[src/rtl/serial_frame_rx.sv]
// Framed serial-to-parallel receiver: start bit 0, WIDTH data bits LSB first, stop bit 1.
// Emits a one-cycle data_valid on a good stop bit or frame_err on a bad one.
module serial_frame_rx #(
  parameter int unsigned WIDTH = 8
) (
  input  logic             clk,
  input  logic             rst,
  input  logic             rx_in,
  output logic [WIDTH-1:0] data_out,
  output logic             data_valid,
  output logic             frame_err,
  output logic             busy
);

  localparam int unsigned CNT_W = (WIDTH > 1) ? $clog2(WIDTH) : 1;
  localparam logic [CNT_W-1:0] LAST_BIT = CNT_W'(WIDTH - 1);

  typedef enum logic [1:0] {
    IDLE = 2'd0,
    DATA = 2'd1,
    STOP = 2'd2
  } state_t;

  state_t           state;
  state_t           state_nxt;
  logic [WIDTH-1:0] shift_reg;
  logic [CNT_W-1:0] bit_cnt;

  logic cnt_clr_c;
  logic shift_en_c;
  logic load_c;
  logic err_c;

  // State register
  always_ff @(posedge clk or posedge rst) begin
    if (rst) begin
      state <= IDLE;
    end else begin
      state <= state_nxt;
    end
  end

  // Next-state logic
  always_comb begin
    state_nxt = state;
    case (state)
      IDLE: if (!rx_in) state_nxt = DATA;
      DATA: if (bit_cnt == LAST_BIT) state_nxt = STOP;
      STOP: state_nxt = IDLE;
      default: state_nxt = IDLE;
    endcase
  end

  // Per-state datapath controls
  always_comb begin
    cnt_clr_c  = 1'b0;
    shift_en_c = 1'b0;
    load_c     = 1'b0;
    err_c      = 1'b0;
    case (state)
      IDLE: cnt_clr_c = !rx_in;
      DATA: shift_en_c = 1'b1;
      STOP: begin
        load_c = rx_in;
        err_c  = !rx_in;
      end
      default: ;
    endcase
  end

  // Shift register, bit counter and registered outputs
  always_ff @(posedge clk or posedge rst) begin
    if (rst) begin
      shift_reg  <= '0;
      bit_cnt    <= '0;
      data_out   <= '0;
      data_valid <= 1'b0;
      frame_err  <= 1'b0;
      busy       <= 1'b0;
    end else begin
      data_valid <= load_c;
      frame_err  <= err_c;
      busy       <= (state_nxt != IDLE);
      if (cnt_clr_c) begin
        bit_cnt <= '0;
      end
      if (shift_en_c) begin
        // LSB-first line: each new bit enters at the MSB and walks down
        shift_reg <= (shift_reg >> 1) | (WIDTH'(rx_in) << (WIDTH - 1));
        bit_cnt   <= bit_cnt + CNT_W'(1);
      end
      if (load_c) begin
        data_out <= shift_reg;
      end
    end
  end

endmodule

[config.mk]
export PLATFORM = sky130hd
export DESIGN_NAME = serial_frame_rx
export DESIGN_NICKNAME = d
export VERILOG_FILES = /design/src/rtl/serial_frame_rx.sv
export SDC_FILE = /design/constraint.sdc
export NUM_CORES = 1
export LEC_CHECK = 0
export CAP_MARGIN = 20
export CORE_UTILIZATION = 55
export DETAILED_ROUTE_END_ITERATION = 10
export PLACE_DENSITY = 0.81
export SLEW_MARGIN = 20
export SYNTH_ARGS = -nofsm -noshare
export SYNTH_HDL_FRONTEND = slang
export SYNTH_SLANG_ARGS = --single-unit
[constraint.sdc]
create_clock -name clk -period 3.2 [get_ports clk]
set_clock_uncertainty 0.1 [all_clocks]
set_input_delay 0.32 -clock clk [delete_from_list [all_inputs] [get_ports clk]]
set_output_delay 0.32 -clock clk [all_outputs]
set_load 0.005 [all_outputs]
==> results of run 1 <==
logic make-up (layout without fill, tap and decap cells):
| logic type | count (synthesis) | in the layout | synth area share |
|---|---|---|---|
| flops | 24 | 24 | 0.6366 |
| buf+inv | 5 | 21 | 0.02785 |
| fa+ha+maj | 2 | 2 | 0.02652 |
| mux | 17 | 17 | 0.2268 |
| compound gates | 4 | 4 | 0.03581 |
| simple gates | 4 | 4 | 0.04643 |
per-stage QoR:
| step | cell area (um2) | cells | power, mW | setup slack, ns | util |
|---|---|---|---|---|---|
| finish | 1135 | 88 | 1.131 | 1.571 | 0.7279 |
| global placement | 1082 | 84 | 0.9100 | 1.627 | 0.6942 |
| floorplan | 943.4 | 56 | 0.7797 | 1.947 | - |
| detailed placement | 1082 | 84 | 0.9250 | 1.596 | 0.6942 |
| CTS | 1135 | 88 | 1.146 | 1.548 | 0.7279 |
| global route | 1135 | 88 | 1.200 | 1.511 | 0.7279 |
layer usage:
layer	wire length (um)	vias to the layer above	GRT usage
met5	0	-	0
met4	18	0	0.09375
met3	71	2	0.04583
met2	577	14	0.2303
met1	598	233	0.2326
li1	-	230	-
final timing paths:
| check | end | depth (start not counted) |
|---|---|---|
| worst max register to register | shift_reg[3] | 2 |
| worst max-delay path | data_out[3] | 1 |
| worst min register to register | frame_err | 1 |
| max in group asynchronous | data_out[4] | 2 |
| worst min-delay path | data_out[6] | 2 |
| min in group clk | frame_err | 1 |
worst register-to-register path: stages (launching register included):
cell,delay [ns]
dfrtp_1,0.47
nor2_4,0.36
mux2_2,0.38
cell type report:
type | instances | area [um2]
fill | 112 | 424.2
tap | 16 | 20.02
multi-input combinational | 27 | 316.6
clock inverter | 1 | 30.03
inverter | 4 | 15.01
clock buffer | 3 | 22.52
sequential | 24 | 600.6
timing repair buffer | 13 | 130.1
synthesized netlist by cell type (all sizes together):
cell type and number:
ha 2, inv 4, a21oi 1, a21o 1, mux2 17, nor3b 1, nand3 1, nor2 1
and2 1, dfrtp 24, buf 1, a22o 2
where the power goes:
part           switching, mW  internal [mW]
Combinational          0.121          0.276
Sequential            0.0833          0.435
Clock                 0.0892          0.127
==> flow_summary.toml, run 1 <==
[die]
design.core.area_mm2 = 0.001559
num_rows = 14
die_y_um = 43.42
start_util = 0.6051
ios = 14
dieArea_mm2 = 0.001885
die_w_um = 43.42

[outcome]
violations = "DRC"
status = "finished, violations left"

[global_routing]
first_global_vias = 474
grt_max_degree = 25
grt_pass1_wl_um = 2221
grt.total_usage = 0.1641
overflow = 0
antenna_found_initial = 0

[synthesis]
synth_seq_cells = 24
synthDistinctLibCells = 14
synthCells = 56
synth_top_area_cell = "dfrtp_1"
avgSynthCellArea_um2 = 16.85
synth_area_leaders = "dfrtp_1 (64%), mux2_2 (13%), mux2_4 (9.5%)"
syn_nets = 61
synth_top_area_frac = 0.6366
synth.cell_area_um2 = 943.4
synth_warnings = 0
seq_area_frac_synth = 0.6366

[clocking]
clk_pin_slew_ns = 0.13
clock_sinks = 24
numCtsBuffers = 3
post_cts_resize_count = 0
htreeDepth = 1
ctsHoldBuffers = 0
cts_tree = "yes"
post_cts_buffers = 0
clock-root-buffer = "clkbuf_4"
clockBufferDepth = 2
clk_latency_ns = 0.31

[setup_path]
critical_path_class = "flop to primary output"
cpLargestDelayFamily = "buffers and inverters"
rr_startpoint = "state[1]"
cp-end-kind = "primary output"
worst-path-max-fanout = 2
critical-path-max-stage-delay_ns = 0.51
required_ns = 2.78
worst_setup_path_start_kind = "flop"
crit_start = "data_out[3]"
crit_arrival_ns = 1.21
critPathSlowestCell = "clkdlybuf4s50_1"
reg2reg_slack_ns = 1.79
path_cells = "clkdlybuf4s50_1"
critical_path_buf_inv_count = 1

[final_layout]
area_growth_pct = 20.29
final_common_cell = "dfrtp_1"
layout.nets = 78
diodes = 0
mostFrequentLayoutCells = "dfrtp_1 (24), clkdlybuf4s50_1 (13), mux2_2 (11)"
drive_gt1_frac = 0.3889

[min_path]
hold_class = "input pin to asynchronous set/reset pin"

[sta]
whs_ns = 0.3732
rsz0062_at_grt = "false"
slew_violations = 0
timing.setup.tns_ns = 0
min_period_ns = 1.629
slew_headroom = 0.4157
worst_pin_slew_ns = 0.8756
fin_crit_sh = 0.5092
fmax_mhz = 613.8
finalSetupViolations = 0
final_hold_viol_count = 0

[power_and_ir_drop]
vdd_drop_max_mv = 0.6877
cellPowerDensity_mw_per_mm2 = 996.9
p_leak_nw = 0.5418

[flow_run]
drv_cap = 0

[placement]
place_hpwl_um = 865.5
port-buffer-count = 13
place_congestion = 0.6732

[detailed_routing]
ant_nets = 0
firstDrtPassIters = 7
vias = 479
vias_per_cell = 5.443
drc = 2
routedWlPerCell_um = 14.38
wl_um = 1265
drtIter0Drc = 8
Power figures use the tool's default switching activity.
==> inputs of run 2 (changes only) <==
--- a/config.mk
+++ b/config.mk
@@ -6,9 +6,9 @@
 export NUM_CORES = 1
 export LEC_CHECK = 0
 export CAP_MARGIN = 20
-export CORE_UTILIZATION = 55
+export CORE_UTILIZATION = 51
 export DETAILED_ROUTE_END_ITERATION = 10
-export PLACE_DENSITY = 0.81
+export PLACE_DENSITY = 0.76
 export SLEW_MARGIN = 20
 export SYNTH_ARGS = -nofsm -noshare
 export SYNTH_HDL_FRONTEND = slang
==> constraint.sdc (replaced) <==
create_clock -name clk -period 1.7 [get_ports clk]
set_clock_uncertainty 0.1 [all_clocks]
set_input_delay 0.17 -clock clk [delete_from_list [all_inputs] [get_ports clk]]
set_output_delay 0.17 -clock clk [all_outputs]
set_load 0.005 [all_outputs]
==> run 2 against run 1 <==
- the flow now finishes without violations
- worst setup slack lost 1.3 ns
- clock power up 5%
- non-clock buffer count is 1 higher
- critical path depth unchanged
- design area decreased by 0.99%
- utilization down 7.7 points
- combinational power rose by 87%
- wire length fell by 6.3%
- cell count rose by 10%
- sequential cell count did not move
- hold slack lost 0.27 ns
==> flow_summary.toml, run 2 (synthesis results as in run 1) <==
[setup_path]
rr_worst_depth = 2
crit_end = "data_out[7]"
path_cells = "clkdlybuf4s50_1"
required_ns = 1.43
worst-path-max-fanout = 2
reg2reg_slack_ns = 0.28
cp.depth = 1
critical_path_buf_inv_count = 1
worst_setup_path_start_kind = "flop"
cp-end-kind = "primary output"
critPathSlowestCell = "clkdlybuf4s50_1"
critical-path-max-stage-delay_ns = 0.51
cpLargestDelayFamily = "buffers and inverters"
critical_path_class = "flop to primary output"
crit_arrival_ns = 1.16
crit_start = "data_out[7]"
regToRegEndpoint = "shift_reg[3]"
rr_startpoint = "state[1]"

[power_and_ir_drop]
vdd_drop_max_mv = 1.022
cellPowerDensity_mw_per_mm2 = 1725
report.power.total_mw = 1.938
p_leak_nw = 0.5324

[die]
ios = 14
dieArea_mm2 = 0.002026
die_y_um = 45.01
design.core.area_mm2 = 0.001727
die_w_um = 45.01
num_rows = 15
start_util = 0.5464

[final_layout]
multi_input_area_um2 = 316.6
final_area_mm2 = 0.001124
fin_util = 0.6507
seq_area_um2 = 600.6
fillers = 144
final_common_cell = "dfrtp_1"
layout.nets = 79
area_growth_pct = 19.10
diodes = 0
mostFrequentLayoutCells = "dfrtp_1 (24), clkdlybuf4s50_1 (13), mux2_2 (11)"
fin_cells = 97
drive_gt1_frac = 0.3889

[sta]
whs_ns = 0.1047
worst_pin_slew_ns = 0.3907
fmax_mhz = 701.5
slew_headroom = 0.7389
timing.setup.tns_ns = 0
slew_violations = 0
setup_slack_ns = 0.2744
final_hold_viol_count = 0
fin_crit_sh = 0.8386
min_period_ns = 1.426
finalSetupViolations = 0
rsz0062_at_grt = "false"

[detailed_routing]
ant_nets = 0
drtIter0Drc = 1
vias = 472
routedWlPerCell_um = 12.22
wl_um = 1185
firstDrtPassIters = 2
drc = 0
vias_per_cell = 4.866

[placement]
place_hpwl_um = 840.5
placedInstanceArea_mm2 = 0.001101
placed_cells = 94
place_congestion = 0.7079
place_ws_ns = 0.2457
port-buffer-count = 13

[clocking]
clockBufferDepth = 2
clock_sinks = 24
clock-root-buffer = "clkbuf_4"
post_cts_buffers = 0
htreeDepth = 1
cts_tree = "yes"
clk_pin_slew_ns = 0.11
numCtsBuffers = 3
clk_latency_ns = 0.29
ctsHoldBuffers = 0
post_cts_resize_count = 0

[global_routing]
grt.total_usage = 0.1429
grt_max_degree = 25
antenna_found_initial = 0
first_global_vias = 457
overflow = 0
grt_pass1_wl_um = 1987

[flow_run]
drv_cap = 0

[outcome]
status = "finished, final reports clean"

[min_path]
hold_class = "input pin to asynchronous set/reset pin"
## run 2: worst min path at each step
stage | start | cells after the start | to
6_report | rst | 3 | data_valid
5_1_grt | rst | 3 | shift_reg[7]
4_1_cts | rst | 3 | data_valid
3_5_place_dp | state[0] | 1 | frame_err
3_3_place_gp | state[0] | 1 | frame_err
2_1_floorplan | rst | 1 | bit_cnt[0]
## run 2: area by class of cell
type	instances	area share
well taps	25	0.02784
inverters	4	0.01336
multi-input cells	27	0.2817
clock buffers	3	0.02004
flip-flops and latches	24	0.5345
repair buffers	14	0.1225
## run 2: where the power goes
group          total, mW  switching [mW]  internal [mW]
Combinational      0.744           0.224          0.519
Clock              0.227           0.145         0.0825
Sequential         0.967           0.148          0.819
Total               1.94           0.517           1.42
## run 2: metal layers
metal,global-route usage,up-vias,share of wire
met5,0,-,0
met4,0.1091,0,0.031
met3,0.03200,4,0.040
met2,0.2174,10,0.46
met1,0.1765,231,0.47
li1,-,227,-
==> inputs of run 3 (changes only) <==
--- a/config.mk
+++ b/config.mk
@@ -6,9 +6,9 @@
 export NUM_CORES = 1
 export LEC_CHECK = 0
 export CAP_MARGIN = 20
-export CORE_UTILIZATION = 51
+export CORE_UTILIZATION = 46
 export DETAILED_ROUTE_END_ITERATION = 10
-export PLACE_DENSITY = 0.76
+export PLACE_DENSITY = 0.72
 export SLEW_MARGIN = 20
 export SYNTH_ARGS = -nofsm -noshare
 export SYNTH_HDL_FRONTEND = slang
==> constraint.sdc (replaced) <==
create_clock -name clk -period 1.22 [get_ports clk]
set_clock_uncertainty 0.1 [all_clocks]
set_input_delay 0.122 -clock clk [delete_from_list [all_inputs] [get_ports clk]]
set_output_delay 0.122 -clock clk [all_outputs]
set_load 0.005 [all_outputs]
==> run 3 against run 2 <==
- the run now ends with setup timing left
- critical path type is now flop to flop
- clock-buffer cell count is 1 higher
- utilization is 2.5 points higher
- sequential cell count stayed put
- non-clock buffer count is 12 higher
- critical path depth is 3 higher
- via count is 13% higher
- wire length is 24% higher
- first-iteration DRC count grew to 5.0 times the previous value
==> flow_summary.toml, run 3 (synthesis results as in run 1) <==
[power_and_ir_drop]
vdd_drop_max_mv = 1.504
intPower_mw = 2.314
p_leak_nw = 0.6342
p_sw_uw = 871.1
cellPowerDensity_mw_per_mm2 = 2429
p_comb_frac = 0.445
seqPwrFrac = 0.427
clockPowerShare = 0.128
sw_frac_of_total = 0.2735
report.power.total_mw = 3.185

[clocking]
htreeDepth = 1
clock-root-buffer = "clkbuf_4"
clockBufferDepth = 2
cts_tree = "yes"
clk_pin_slew_ns = 0.12
numCtsBuffers = 3
clock_sinks = 24
clk_latency_ns = 0.31

[min_path]
hold_class = "input pin to asynchronous set/reset pin"

[setup_path]
critical_path_class = "flop to flop"
path_cells = "inv_2, buf_6, nand3_4, mux2_4"
regToRegEndpoint = "data_out[7]"
required_ns = 1.33
cp-end-kind = "flop"
crit_arrival_ns = 1.37
rr_worst_depth = 4
reg2reg_slack_ns = -0.04
cpLargestDelayFamily = "flip-flops"
crit_start = "state[0]"
critical-path-max-stage-delay_ns = 0.41
critPathSlowestCell = "dfrtp_1"
worst-path-max-fanout = 5
cp.depth = 4
crit_end = "data_out[7]"
rr_startpoint = "state[0]"
worst_setup_path_start_kind = "flop"
critical_path_buf_inv_count = 2

[final_layout]
area_growth_pct = 38.99
drive_gt1_frac = 0.5349
fin_util = 0.6753
seq_area_um2 = 601.8
multi_input_area_um2 = 362.8
final_common_cell = "dfrtp_1"
fillers = 146
mostFrequentLayoutCells = "dfrtp_1 (23), mux2_4 (9), clkdlybuf4s15_1 (9)"
diodes = 0
layout.nets = 92
final_area_mm2 = 0.001311

[sta]
finalSetupViolations = 18
final_hold_viol_count = 0
fin_crit_sh = 1.034
slew_violations = 0
worst_pin_slew_ns = 0.2978
setup_slack_ns = -0.04193
fmax_mhz = 792.4
min_period_ns = 1.262
slew_headroom = 0.8009
rsz0062_at_grt = "true"

[detailed_routing]
routedWlPerCell_um = 13.04
vias_per_cell = 4.726
firstDrtPassIters = 2
drc = 0
ant_nets = 0
wl_met3_um = 37
top_layer_used = "met4"
vias = 534
wl_met2_um = 764
wl_um = 1474
wl_met1_um = 651
drtIter0Drc = 5

[global_routing]
grt_pass1_wl_um = 2504
first_global_vias = 531
overflow = 0
antenna_found_initial = 0
grt.total_usage = 0.1691
grt_max_degree = 25

[flow_run]
drv_cap = 0

[placement]
place_congestion = 0.6535
port-buffer-count = 13
place_hpwl_um = 992.7
placedInstanceArea_mm2 = 0.001192

[die]
design.core.area_mm2 = 0.001942
die_y_um = 47.29
die_w_um = 47.29
dieArea_mm2 = 0.002236
num_rows = 16
ios = 14
start_util = 0.4858

[outcome]
violations = "setup timing"
status = "finished, violations left"
run 3: cell types whose count changed in the layout (fill, tap and decap cells not counted), moves of 2 or more:
cell,previous run,this run
buf_12,0,2
ha_1,2,0
clkdlybuf4s15_1,0,9
clkdlybuf4s50_1,13,2
mux2_4,6,9
buf_4,1,8
dlygate4sd2_1,0,2
buf_6,0,3
mux2_2,11,8
run 3: power by group through the flow:
stage	clock network (mW)	registers [mW]	logic, mW
after floorplan	0	1.34	0.710
after global placement	0	1.35	1.24
after detailed placement	0	1.38	1.28
after CTS	0.416	1.36	1.33
after global routing	0.455	1.40	1.55
final	0.407	1.36	1.42
run 3: worst reg2reg max path, stage by stage, from the launching register on:
cell,delay (ns)
dfrtp_1,0.41
inv_2,0.10
buf_6,0.12
nand3_4,0.11
mux2_4,0.33
run 3: area by class of cell:
cell class	count	share of cell area
Clock buffer	4	0.02767
Inverter	4	0.01145
Multi-Input combinational cell	28	0.2767
Sequential cell	24	0.4590
Tap cell	27	0.02576
Timing Repair Buffer	26	0.1994
run 3: repair_timing:
item | CTS | global route
cloned | 1 | 0
gates resized for setup | 18 | 11
hold buffers | 0 | 0
endpoints found under the setup margin | 27 | 29
setup buffers | 2 | 2
pin swaps | 3 | 2
run 3: how the worst min path moves through the flow:
stage | start | endpoint | cells after the start
5_1_grt | rst | data_out[2] | 3
3_3_place_gp | rst | data_valid | 3
6_report | rst | data_out[7] | 3
3_5_place_dp | rst | data_out[0] | 3
4_1_cts | rst | data_out[0] | 3
2_1_floorplan | rst | bit_cnt[0] | 1
run 3: through the flow:
step | setup slack (ns) | setup TNS, ns | hold WS [ns] | std cells
finish | -0.04193 | -0.3207 | 0.02720 | 113
detailed placement | -0.1871 | -1.895 | 0.3642 | 104
CTS | -0.04865 | -0.5243 | 0.02584 | 111
global route | -0.09235 | -1.291 | 0.02939 | 113
global placement | -0.1675 | -1.653 | 0.3691 | 104
floorplan | -0.008158 | -0.008158 | 0.03655 | 56
run 3: routing by layer:
| layer | track usage | up-vias |
|---|---|---|
| li1 | - | 257 |
| met4 | 0.05143 | 0 |
| met1 | 0.2197 | 265 |
| met3 | 0.02308 | 2 |
| met2 | 0.2932 | 10 |
| met5 | 0 | - |
==> patch 1: new RTL, flow settings as in run 1 <==
Add an input register stage for `rx_in`, without a reset; this delays it by one clock.
--- a/src/rtl/serial_frame_rx.sv
+++ b/src/rtl/serial_frame_rx.sv
@@ -22,2 +22,8 @@
   } state_t;
+
+  logic rx_q;
+
+  always_ff @(posedge clk) begin
+    rx_q <= rx_in;
+  end
 
@@ -46,3 +52,3 @@
     case (state)
-      IDLE: if (!rx_in) state_nxt = DATA;
+      IDLE: if (!rx_q) state_nxt = DATA;
       DATA: if (bit_cnt == LAST_BIT) state_nxt = STOP;
@@ -60,7 +66,7 @@
     case (state)
-      IDLE: cnt_clr_c = !rx_in;
+      IDLE: cnt_clr_c = !rx_q;
       DATA: shift_en_c = 1'b1;
       STOP: begin
-        load_c = rx_in;
-        err_c  = !rx_in;
+        load_c = rx_q;
+        err_c  = !rx_q;
       end
@@ -88,3 +94,3 @@
         // LSB-first line: each new bit enters at the MSB and walks down
-        shift_reg <= (shift_reg >> 1) | (WIDTH'(rx_in) << (WIDTH - 1));
+        shift_reg <= (shift_reg >> 1) | (WIDTH'(rx_q) << (WIDTH - 1));
         bit_cnt   <= bit_cnt + CNT_W'(1);
Check against the original RTL: not equivalent (Yosys sat finds a counterexample within 4 cycles, from zero or initial values and one cycle with rst high).
==> patch 1 against run 1 <==
Combinational power is 6.5% lower. Worst setup slack better by 0.017 ns. Register-to-register slack worse by 0.20 ns. Global-route usage is 1.2 points lower. Fmax is 1.1% higher. Routed wire length is 0.95% higher. Non-clock buffer count stayed put. Die area is 4.3% higher. Power is 10% lower. Area after synthesis is 4.5% higher. Final area is 2.3% higher. Via count is 4.8% higher. Sequential cell count is 1 higher. Critical path type is now register to register. Largest cell class unchanged. Largest power group unchanged.
==> patch 1: results <==
[status]
status = completed

[synth]
ys.flop_type = dfrtp_1
yosys_warnings = 0
synthAdderAreaFrac_pct = 2.538
syn_nets = 64
synth.avg_cell_area_um2 = 16.71
synth_xor_area_share_pct = 0
synthMuxAreaShare_pct = 23.98
ys_seq_area_share_pct = 62.94
synth_compound_area_share_pct = 2.792
synth_top_cells_by_count = dfrtp_1 (24), mux2_4 (15), inv_1 (3)
async_flop_share_pct = 96.00
synth_cell_types = 15
synth_area_leaders = dfrtp_1 (61%), mux2_4 (23%), ha_1 (2.5%)

[global_route]
grt_pass1_wl_um = 2104
antenna_found_initial = 0
grt_max_degree = 25
grt_usage_pct = 15.22
grt_pass1_vias = 474

[clock_tree]
htreeDepth = 1
clk_pin_slew_ns = 0.12
cts_resized = 0
cts_inserted_buffers = 3
post_cts_buffers = 0
cts-root-buf = clkbuf_4
clk_path_buf_depth = 2
clk_latency_ns = 0.31

[setup_path]
r2r_slack_ns = 1.59
cp.arrival_ns = 1.72
r2r-start = state[1]$_DFF_PP0_
cp_max_fo = 11
reg2reg_depth = 2
path_class = register to register
worstSetupEndpoint = shift_reg[4]$_DFFE_PP0P_

[sta]
setup_tns_ns = 0
worstMarginPinSlew_ns = 0.8606
holdWs_ns = 0.3446

[pwr]
ir_drop_v = 0.0006323
leakage_nw = 0.5910

[min_path]
min_to = frame_err$_DFF_PP0_
hold_class = register to register
worstHoldStart = rx_q$_DFF_P_
holdPathStages = 1

[placed_design]
dpl_cell_area_mm2 = 0.001135
io_buffers = 13
gp_congestion = 0.6480
hpwl_um = 914.2
dp_cells = 95

[detailed_routing]
drt_iter0_drc = 9
vias = 502
finalWirelength_um = 1277
first_pass_iters = 3

[layout]
drive_above_1_share_pct = 29.33
diodes = 0
fin_cells = 99
nets = 81
fillers = 109
patch 1: per-layer routing:
layer | global-route usage (%) | part of all wire [%] | up-vias
li1 | - | - | 234
met1 | 19.27 | 49 | 252
met2 | 24.71 | 47 | 12
met3 | 2.449 | 2.7 | 4
met4 | 9.091 | 1.8 | 0
met5 | 0 | 0 | -
patch 1: where the power goes:
group | internal, mW | leakage [nW] | switching (mW) | total, mW
Sequential | 0.434 | 0.308 | 0.0812 | 0.515
Clock | 0.0487 | 0.0150 | 0.0832 | 0.132
Combinational | 0.257 | 0.268 | 0.113 | 0.371
Total | 0.740 | 0.591 | 0.278 | 1.02
patch 1: layout make-up:
class | count | area [um2] | share of cell area [%]
multi-input cells | 30 | 342.8 | 29.53
repair buffers | 13 | 130.1 | 11.21
inverters | 3 | 11.26 | 0.9698
well taps | 24 | 30.03 | 2.586
flip-flops and latches | 25 | 620.6 | 53.45
clock buffers | 4 | 26.28 | 2.263
patch 1: critical path: stages, from the launching register on:
cell and delay, ns:
dfrtp_1 0.47, nor2b_2 0.55, mux2_2 0.40
patch 1: logic make-up (layout without fill, tap and decap cells):
kind of cell	Yosys count	in the layout
adder cells (fa/ha/maj)	2	2
buffers and inverters	4	20
multiplexers	16	16
AND/OR/NAND/NOR	8	8
flip-flops	25	25
AO/OA/AOI/OAI	4	4
patch 1: per-stage QoR:
stage | setup slack (ns) | total power, mW
after global placement | 1.640 | 0.8763
after floorplan | 1.949 | 0.7791
after CTS | 1.583 | 1.028
final | 1.588 | 1.017
after global routing | 1.545 | 1.077
after detailed placement | 1.603 | 0.8960
==> patch 2: new RTL, flow settings as in run 1 <==
Made on the original files. `WIDTH`: 8 -> 32.
--- a/src/rtl/serial_frame_rx.sv
+++ b/src/rtl/serial_frame_rx.sv
@@ -3,3 +3,3 @@
 module serial_frame_rx #(
-  parameter int unsigned WIDTH = 8
+  parameter int unsigned WIDTH = 32
 ) (
Interface: changed (resized data_out); port bits go from 14 to 38. No check against the original RTL was run, so the function may have changed too.
==> patch 2 against run 1 <==
Critical endpoint is now bit_cnt[2]$_DFFE_PP0P_. Worst hold slack lost 0.25 ns. Area after synthesis grew to 3.0 times the old value. Final area rose to 3.1 times the old value. Clock power grew to 3.6 times the old value. Worst setup slack got worse by 0.43 ns. Register-to-register slack worse by 0.65 ns. Count of clock-buffer cells in the layout grew 8. Routed wire length grew to 3.6 times the old value. Sequential cell count rose by 50. Power rose to 2.5 times the old value.
==> patch 2: results <==
[detailed_routing]
finalWirelength_um = 4617
drt_iter0_drc = 58

[setup_path]
cp_max_fo = 34
cp.arrival_ns = 2.21

[synth]
synthAdderAreaFrac_pct = 0.8711
synth_area_leaders = dfrtp_1 (64%), mux2_2 (19%), mux2_4 (7.3%)
synth_cell_types = 23
synthMuxAreaShare_pct = 26.92
syn_nets = 174
ys_seq_area_share_pct = 64.46

[placed_design]
hpwl_um = 2948
io_buffers = 37
dpl_cell_area_mm2 = 0.003282
gp_congestion = 0.7493

[clock_tree]
cts-root-buf = clkbuf_8
clk_pin_slew_ns = 0.07
cts_inserted_buffers = 9
htreeDepth = 3

[global_route]
grt_pass1_wl_um = 7721
grt_max_degree = 39

[sta]
fin_crit_sh_pct = 64.50
holdWs_ns = 0.1205

[layout]
drive_above_1_share_pct = 38.53

[status]
status = completed

[pwr]
ir_drop_v = 0.0003929
==> patch 2: worst paths after layout <==
path	startpoint	end	depth (start not counted)
min in group clk	data_out[22]$_DFFE_PP0P_	data_out[22]$_DFFE_PP0P_	1
max in group asynchronous	rst	data_valid$_DFF_PP0_	3
hold / removal	rst	data_out[25]$_DFFE_PP0P_	2
setup / recovery	state[0]$_DFF_PP0_	bit_cnt[2]$_DFFE_PP0P_	4
setup reg to reg	state[0]$_DFF_PP0_	bit_cnt[2]$_DFFE_PP0P_	4
hold reg to reg	data_out[22]$_DFFE_PP0P_	data_out[22]$_DFFE_PP0P_	1
==> patch 2: metal layers <==
metal,global-route usage [%],routed length [um],up-vias
met5,0,0,-
met4,12.58,128,0
met3,3.794,140,11
met2,31.21,2245,33
met1,24.79,2103,755
li1,-,-,680
==> patch 2: power groups by stage <==
stage / logic [mW] / clock network, mW / registers, mW
detailed placement: 0.672 / 0 / 1.43
global placement: 0.633 / 0 / 1.40
global route: 0.725 / 0.831 / 1.46
finish: 0.667 / 0.783 / 1.42
CTS: 0.678 / 0.798 / 1.42
floorplan: 0.558 / 0 / 1.36
==> patch 2: layout make-up <==
type                       instances  area (um2)
sequential                        74        1852
fill                             323        1379
multi-input combinational         85       942.2
timing repair buffer              40       392.9
clock buffer                      11       141.4
tap                               67       83.83
clock inverter                     5       77.57
inverter                           3       11.26
==> patch 2: cells by family (layout without fill, tap and decap cells) <==
family                   after synthesis  count (layout)
buffers and inverters                 10              59
XOR/XNOR                               1               1
flip-flops                            74              74
multiplexers                          64              64
AO/OA/AOI/OAI                          7               7
AND/OR/NAND/NOR                       11              11
adder cells (fa/ha/maj)                2               2
==> patch 2: critical path, stage by stage (launching register included) <==
cell and delay (ns):
dfrtp_1 0.44, nor2b_4 0.91, buf_4 0.29, nand2_1 0.06, o21ai_0 0.17
